==> src/rtl/keypad_pkg.sv <==
// keypad_pkg: shared types and constants for the 4x4 keypad scanner.
//   KEY_MAP   - hex code of each key, indexed {column, row} (row 0 = top row)
//   scan_result_t - outcome of one full scan: valid bit plus 4-bit key code
//   NONE      - scan result meaning "no single key pressed"
package keypad_pkg;

   typedef struct packed {
      logic       valid;
      logic [3:0] code;
   } scan_result_t;

   localparam scan_result_t NONE = '{valid: 1'b0, code: 4'h0};

   // Element [{c, r}]; listed from index 15 (c3 r3) down to index 0 (c0 r0).
   localparam logic [15:0][3:0] KEY_MAP = {
      4'hD, 4'hC, 4'hB, 4'hA,   // column 3
      4'hE, 4'h9, 4'h6, 4'h3,   // column 2
      4'hF, 4'h8, 4'h5, 4'h2,   // column 1
      4'h0, 4'h7, 4'h4, 4'h1    // column 0
   };

endpackage

==> src/rtl/sync_2ff.sv <==
// sync_2ff: two-flop synchronizer for quasi-static asynchronous inputs.
// Ports:
//   clk   - destination clock
//   rst_n - asynchronous active-low reset, both stages load RESET_VAL
//   d     - asynchronous input bus
//   q     - synchronized output, two clk cycles behind d
module sync_2ff #(
   parameter int               WIDTH     = 1,
   parameter logic [WIDTH-1:0] RESET_VAL = '0
) (
   input  logic             clk,
   input  logic             rst_n,
   input  logic [WIDTH-1:0] d,
   output logic [WIDTH-1:0] q
);

   logic [WIDTH-1:0] meta;

   always_ff @(posedge clk or negedge rst_n) begin
      if (!rst_n) begin
         meta <= RESET_VAL;
         q    <= RESET_VAL;
      end else begin
         meta <= d;
         q    <= meta;
      end
   end

endmodule

==> src/rtl/keypad_scan.sv <==
// keypad_scan: 4x4 matrix keypad scanner with full-scan debouncing.
// Ports:
//   clk       - system clock
//   rst_n     - asynchronous active-low reset
//   row_n     - keypad rows, active-low, asynchronous to clk
//   col_n     - registered one-hot-low column drive
//   key_code  - hex code of the last accepted key
//   key_valid - one-cycle pulse when a new key press is accepted
//   key_down  - high while the accepted state is a single held key
module keypad_scan
   import keypad_pkg::*;
#(
   parameter int SETTLE_CYCLES  = 1000,
   parameter int DEBOUNCE_SCANS = 4
) (
   input  logic       clk,
   input  logic       rst_n,
   input  logic [3:0] row_n,
   output logic [3:0] col_n,
   output logic [3:0] key_code,
   output logic       key_valid,
   output logic       key_down
);

   localparam int SW = $clog2(SETTLE_CYCLES);
   localparam int DW = $clog2(DEBOUNCE_SCANS + 1);
   localparam logic [SW-1:0] SETTLE_LAST = SW'(SETTLE_CYCLES - 1);
   localparam logic [DW-1:0] STAB_MAX    = DW'(DEBOUNCE_SCANS);

   logic [3:0]    row_s;
   logic [1:0]    col;
   logic [1:0]    col_next;
   logic [SW-1:0] settle_cnt;
   logic          sample;

   // press_cnt saturates at 2: only "zero", "one" or "many" matters.
   logic [1:0]    press_cnt, press_cnt_next;
   logic [3:0]    last_code, last_code_next;

   scan_result_t  scan_res;
   scan_result_t  prev_res;
   scan_result_t  accepted;
   logic [DW-1:0] stab_cnt, stab_next;

   sync_2ff #(
      .WIDTH     (4),
      .RESET_VAL (4'b1111)
   ) u_row_sync (
      .clk   (clk),
      .rst_n (rst_n),
      .d     (row_n),
      .q     (row_s)
   );

   assign sample   = (settle_cnt == SETTLE_LAST);
   assign col_next = col + 2'd1;

   // Fold the current column's rows into the running scan accumulator and
   // derive what the scan result would be if this were the last column.
   always_comb begin
      press_cnt_next = press_cnt;
      last_code_next = last_code;
      for (int r = 0; r < 4; r++) begin
         if (!row_s[r]) begin
            if (press_cnt_next != 2'd2) press_cnt_next = press_cnt_next + 2'd1;
            last_code_next = KEY_MAP[{col, 2'(r)}];
         end
      end

      scan_res = NONE;
      if (press_cnt_next == 2'd1) scan_res = '{valid: 1'b1, code: last_code_next};

      if (scan_res == prev_res)
         stab_next = (stab_cnt == STAB_MAX) ? stab_cnt : stab_cnt + DW'(1);
      else
         stab_next = DW'(1);
   end

   always_ff @(posedge clk or negedge rst_n) begin
      if (!rst_n) begin
         col        <= 2'd0;
         col_n      <= 4'b1110;
         settle_cnt <= '0;
         press_cnt  <= 2'd0;
         last_code  <= 4'h0;
         prev_res   <= NONE;
         accepted   <= NONE;
         stab_cnt   <= '0;
         key_code   <= 4'h0;
         key_valid  <= 1'b0;
         key_down   <= 1'b0;
      end else begin
         key_valid <= 1'b0;
         if (sample) begin
            settle_cnt <= '0;
            col        <= col_next;
            col_n      <= ~(4'b0001 << col_next);
            if (col == 2'd3) begin
               // End of scan: evaluate and start the next scan's
               // accumulator cleared on the same edge.
               press_cnt <= 2'd0;
               last_code <= 4'h0;
               prev_res  <= scan_res;
               stab_cnt  <= stab_next;
               if (stab_next == STAB_MAX && scan_res != accepted) begin
                  accepted <= scan_res;
                  if (scan_res.valid) begin
                     key_code  <= scan_res.code;
                     key_down  <= 1'b1;
                     key_valid <= 1'b1;
                  end else begin
                     key_down <= 1'b0;
                  end
               end
            end else begin
               press_cnt <= press_cnt_next;
               last_code <= last_code_next;
            end
         end else begin
            settle_cnt <= settle_cnt + SW'(1);
         end
      end
   end

endmodule

==> config.mk <==
export PLATFORM = sky130hd
export DESIGN_NAME = keypad_scan
export DESIGN_NICKNAME = d
export VERILOG_FILES = /design/src/rtl/keypad_pkg.sv /design/src/rtl/sync_2ff.sv /design/src/rtl/keypad_scan.sv
export SDC_FILE = /design/constraint.sdc
export NUM_CORES = 1
export LEC_CHECK = 0
export ABC_AREA = 1
export CORE_UTILIZATION = 65
export CTS_BUF_LIST = sky130_fd_sc_hd__clkbuf_8
export CTS_CLUSTER_SIZE = 8
export DETAILED_ROUTE_END_ITERATION = 10
export PLACE_DENSITY_LB_ADDON = 0.3
export SYNTH_ARGS = -nofsm -noshare
export SYNTH_HDL_FRONTEND = slang
export SYNTH_SLANG_ARGS = --single-unit
==> constraint.sdc <==
create_clock -name clk -period 7.95 [get_ports clk]
set_input_delay 2.385 -clock clk [delete_from_list [all_inputs] [get_ports clk]]
set_output_delay 2.385 -clock clk [all_outputs]
set_load 0.05 [all_outputs]
Word-level counts from Yosys, hierarchy flattened
Index checks and enable logic that the tools add are counted.
- flip-flop bits (word level): 49
- input port bits: 6
- output and inout bits: 10
- word-level logic and storage cells: 73
- add/sub/neg operators: 7
- $lt $le $gt $ge: 4
- equality and inequality tests: 11
- shift operators: 1
- mux-type cells: 30
- bitwise logic cells: 1
- reduce and logical (&&, ||, !) cells: 4
- operators by type and width (kind ; count):
    $mux 4 ; 9
    $bmux 4 s2 ; 4
    $lt 4x5->1 const B ; 4
    $mux 2 ; 9
    $add 10x1->10 const B ; 1
    $add 2x1->2 const B ; 5
    $eq 10x10->1 const B ; 1
    $mux 10 ; 1
    $ne 2x2->1 const B ; 4
    $eq 3x3->1 const B ; 2
    $mux 3 ; 2
    $eq 5x5->1 ; 1
    $mux 5 ; 1
    $ne 5x5->1 ; 1
    $mux 1 ; 4
    $not 4->4 ; 1
    $reduce_and 4->1 ; 1
    $shl 1x2->4 const A ; 1
    $add 3x1->3 const B ; 1
    $reduce_and 3->1 ; 1
    $eq 2x1->1 const B ; 1
    $eq 2x2->1 const B ; 1
    $reduce_and 2->1 ; 1
    $logic_and 1x1->1 ; 1

Depth between registers and ports, before layout
- word-level depth: 21
- gate-level depth with buffers: 24
- depth with buffers taken out: 24

Hierarchy
From an unflattened synthesis, not the netlist that was laid out.
- cell total of the unflattened synthesis: 337
- area, all modules: 2783.9 um^2
- modules (own cells, without submodules) (module ; times used ; cells each ; area each (um^2) ; sequential area each (um^2)):
    keypad_scan ; 1 ; 329 ; 2573.7 ; 1004.7
    sync_2ff ; 1 ; 8 ; 210.2 ; 210.2

Least setup slack after synthesis
No wires, ideal clock.
- path type: register -> output
- start: reg col_n[1]
- end: out col_n[1]
- arrival: 0.664 ns
- data required time: 5.565 ns
- slack: 4.901 ns
- stages on the path, launching flop included: 1
- buffers on the path: 0
- path through: dfstp_2
- RTL lines (item ; line ; text):
    start: declaration ; keypad_scan.sv:19 ; output logic [3:0] col_n,
    start signal: assignment ; keypad_scan.sv:97 ; col_n <= ~(4'b0001 << col_next);
No word-level cell between the ends.

Final worst setup path
- start: reg col_n[2]
- end: out col_n[2]
No word-level cell between the ends.

==> impl_metrics.json <==
{
  "worst-r2r-setup-slack_ns": 4.77,
  "cell_area_after_placement_sq_mm": 0.00282,
  "area_growth_syn_to_layout_pct": 11.3,
  "number_of_enable_type_register_cells_in_the_synthesized_netlist": 0,
  "final.setup.tns_ns": 0,
  "slew_worst_pin_ns": 1.02,
  "grt_setup_unrepaired": "false",
  "worst_path_buf_inv": 1,
  "drcViolationCount": 0,
  "fraction_of_synthesis_flops_using_an_asynchronous_set_or_reset_pin": 1.00,
  "syn_inst": 314,
  "ys.warnings.count": 0,
  "clock_tree.buffer_depth": 2,
  "finished_layout_cell_area_sq_mm": 0.00293,
  "unique_cell_type_count_in_the_yosys_netlist": 33,
  "post_cts.repair.setup_buffers": 0,
  "timing.critical_path.slowest_stage_cell": "clkdlybuf4s50_1",
  "synth-seq-cells": 48,
  "grt_start_max_net_pins": 49,
  "cts_inserted_buffers": 5,
  "r2r-end": "key_code[3]",
  "worstPathMaxFanout": 2,
  "vias": 2135,
  "vdd_ir_drop_max_v": 0.000137,
  "root_buffer": "clkbuf_8",
  "drt.antenna.violating_nets": 0,
  "layout.cells.most_common": "nand2_1",
  "core_region_area_sq_mm": 0.00377,
  "globalRoute.totalOverflow": 0,
  "hp-class": "register to register",
  "setup-violations-final": 0,
  "cp_slowest_stage_delay_ns": 0.79,
  "syn-num-nets": 333,
  "globalplace.congestion": 0.878,
  "ys_seq_area_frac": 0.461,
  "syn_avg_cell_area_sq_um": 8.39,
  "wire_length_of_the_first_global_routing_pass_microns": 8980,
  "ctsHoldBuffers": 0,
  "max-cap-violations": 0,
  "design.portCount": 16,
  "nNetsFinal": 351,
  "min_delay_worst_endpoint": "u_row_sync.q[2]",
  "finalWorstPathRequiredPeriod_ns": 4.01,
  "finalClockSkew_ns": 0.0158,
  "min_from": "u_row_sync.meta[2]",
  "gr-usage-all-layers": 0.279,
  "initial_core_util": 0.698,
  "drive_above_1_share": 0.138,
  "whs_path_depth": 0,
  "cp.arrival_ns": 1.63,
  "post-dp-hpwl_microns": 3880,
  "max_clock_freq_mhz": 249,
  "power_density_mw_per_mm2": 159,
  "crit_chain": "clkdlybuf4s50_1",
  "ctsResizeCount": 0,
  "fill_cells": 250,
  "critical_path_class": "register to output pin",
  "timing.slew.headroom": 0.319,
  "reg2reg_depth": 21,
  "crit_path_start_kind": "register",
  "critical-path-top-delay-family": "buffers and inverters",
  "fin_crit_sh": 0.505,
  "r2r-start": "press_cnt[0]",
  "buffer_ports.inserted": 15,
  "static-leakage-power_nw": 1.46,
  "placement_rows": 22,
  "clkSlewWorstSetupHoldPaths_ns": 0.08,
  "finalHoldViolations": 0,
  "1st_pass_router_iterations": 4,
  "die_width_microns": 65.7,
  "post_drt_wl_per_cell_microns": 14.1,
  "worst_setup_path_end_kind": "output pin",
  "grt_pass1_vias": 2036,
  "detail_route.iter0.violations": 129,
  "die_h_microns": 65.7,
  "design.die.area_sq_mm": 0.00431,
  "final_number_of_max_transition_violations": 0,
  "multi_input_area_sq_mm": 0.00123,
  "dominantRegCellSynth": "dfrtp_1",
  "htreeDepth": 2,
  "area.sequential_sq_mm": 0.00121,
  "status": "finished clean",
  "mostFrequentLayoutCells": "nand2_1 (94), inv_1 (41), dfrtp_1 (37)",
  "detail_route.vias_per_cell": 5.60,
  "clock_tree_from_tritoncts": "built",
  "cp_data_required_time_ns": 5.57,
  "diode_count": 0,
  "number_of_antenna_violations_at_the_first_check_in_global_routing": 0,
  "clock_sinks": 48,
  "finalWirelength_microns": 5360,
  "clock_insertion_delay_worst_skew_ns": 0.30,
  "synthesis.area_sq_mm": 0.00263
}
## worst register-to-register path, stage by stage (launching register included)
cell,delay (ns)
dfrtp_1,0.38
inv_1,0.13
ha_1,0.26
inv_1,0.06
nand2_1,0.04
nand2_1,0.11
nand3_2,0.08
nand2_1,0.10
nand2_1,0.07
nand2_2,0.10
nand2_2,0.07
ha_1,0.28
nand2_1,0.26
nand4_1,0.21
nand2_1,0.11
nand2_1,0.09
nor2_4,0.12
nand3_4,0.13
nor2_8,0.16
nand4_4,0.16
nand2_1,0.11
nand2_1,0.05
## kinds of logic after synthesis
group | share of synthesized area
compound gates | 0.0779
xor+xnor | 0.0166
fa+ha+maj | 0.0618
buf+inv | 0.0713
flops | 0.461
simple gates | 0.311
## cell type report
cell class	instances	area share
Timing Repair Buffer	15	0.0495
Clock inverter	3	0.0132
Inverter	45	0.0585
Clock buffer	5	0.0235
Tap cell	48	0.0205
Multi-Input combinational cell	217	0.420
Sequential cell	48	0.415
## worst max path at each step
stage / to / slack, ns / start / cells past startpoint
after floorplan: col_n[1] / 4.90 / col_n[1] / 0
after global routing: col_n[2] / 3.90 / col_n[2] / 1
after CTS: col_n[2] / 3.93 / col_n[2] / 1
after detailed placement: col_n[2] / 4.26 / col_n[2] / 1
final: col_n[2] / 3.94 / col_n[2] / 1
after global placement: col_n[1] / 4.27 / col_n[1] / 1
## through the flow
stage                     setup slack [ns]  hold WS (ns)  power, mW   util  std cells
after floorplan                       4.90         0.345      0.287      -        314
after global placement                4.27         0.346      0.300  0.749        373
after detailed placement              4.26         0.347      0.301  0.749        373
after CTS                             3.93         0.359      0.468  0.777        381
after global routing                  3.90         0.361      0.484  0.777        381
final                                 3.94         0.359      0.467  0.777        381
## cell usage after synthesis (4+ instances only)
cell type	count	area [sq um]
nand2_1	94	353
inv_1	40	150
dfrtp_1	37	926
o21ai_0	23	115
nand3_1	14	70.1
ha_1	13	163
nor2_1	13	48.8
dfstp_2	11	289
nand4_1	10	62.6
a21oi_1	7	35.0
nor3_1	7	35.0
xor2_1	5	43.8
inv_2	4	15.0
nand2_2	4	25.0
nand3_2	4	40.0
## where the power goes
group	internal [mW]	switching, mW	total [mW]	leakage [nW]
registers	0.248	0.00270	0.251	0.618
logic	0.0138	0.0328	0.0466	0.783
clock network	0.0921	0.0779	0.170	0.0593
## registers in the layout, indices dropped and copies added, names as in the netlist
name             cells
press_cnt            2
last_code            4
u_row_sync.q         4
key_valid            1
col                  2
col_n                4
key_down             1
accepted             4
settle_cnt          10
key_code             4
stab_cnt             3
prev_res             5
u_row_sync.meta      4
## metal layers
layer / up-vias / wire length (microns) / track usage
met1: 1022 / 2350 / 0.358
met4: 0 / 63 / 0.101
met5: - / 0 / 0
met2: 60 / 2700 / 0.480
li1: 1045 / - / -
met3: 8 / 242 / 0.0382
(Power assumes the default switching activity.)
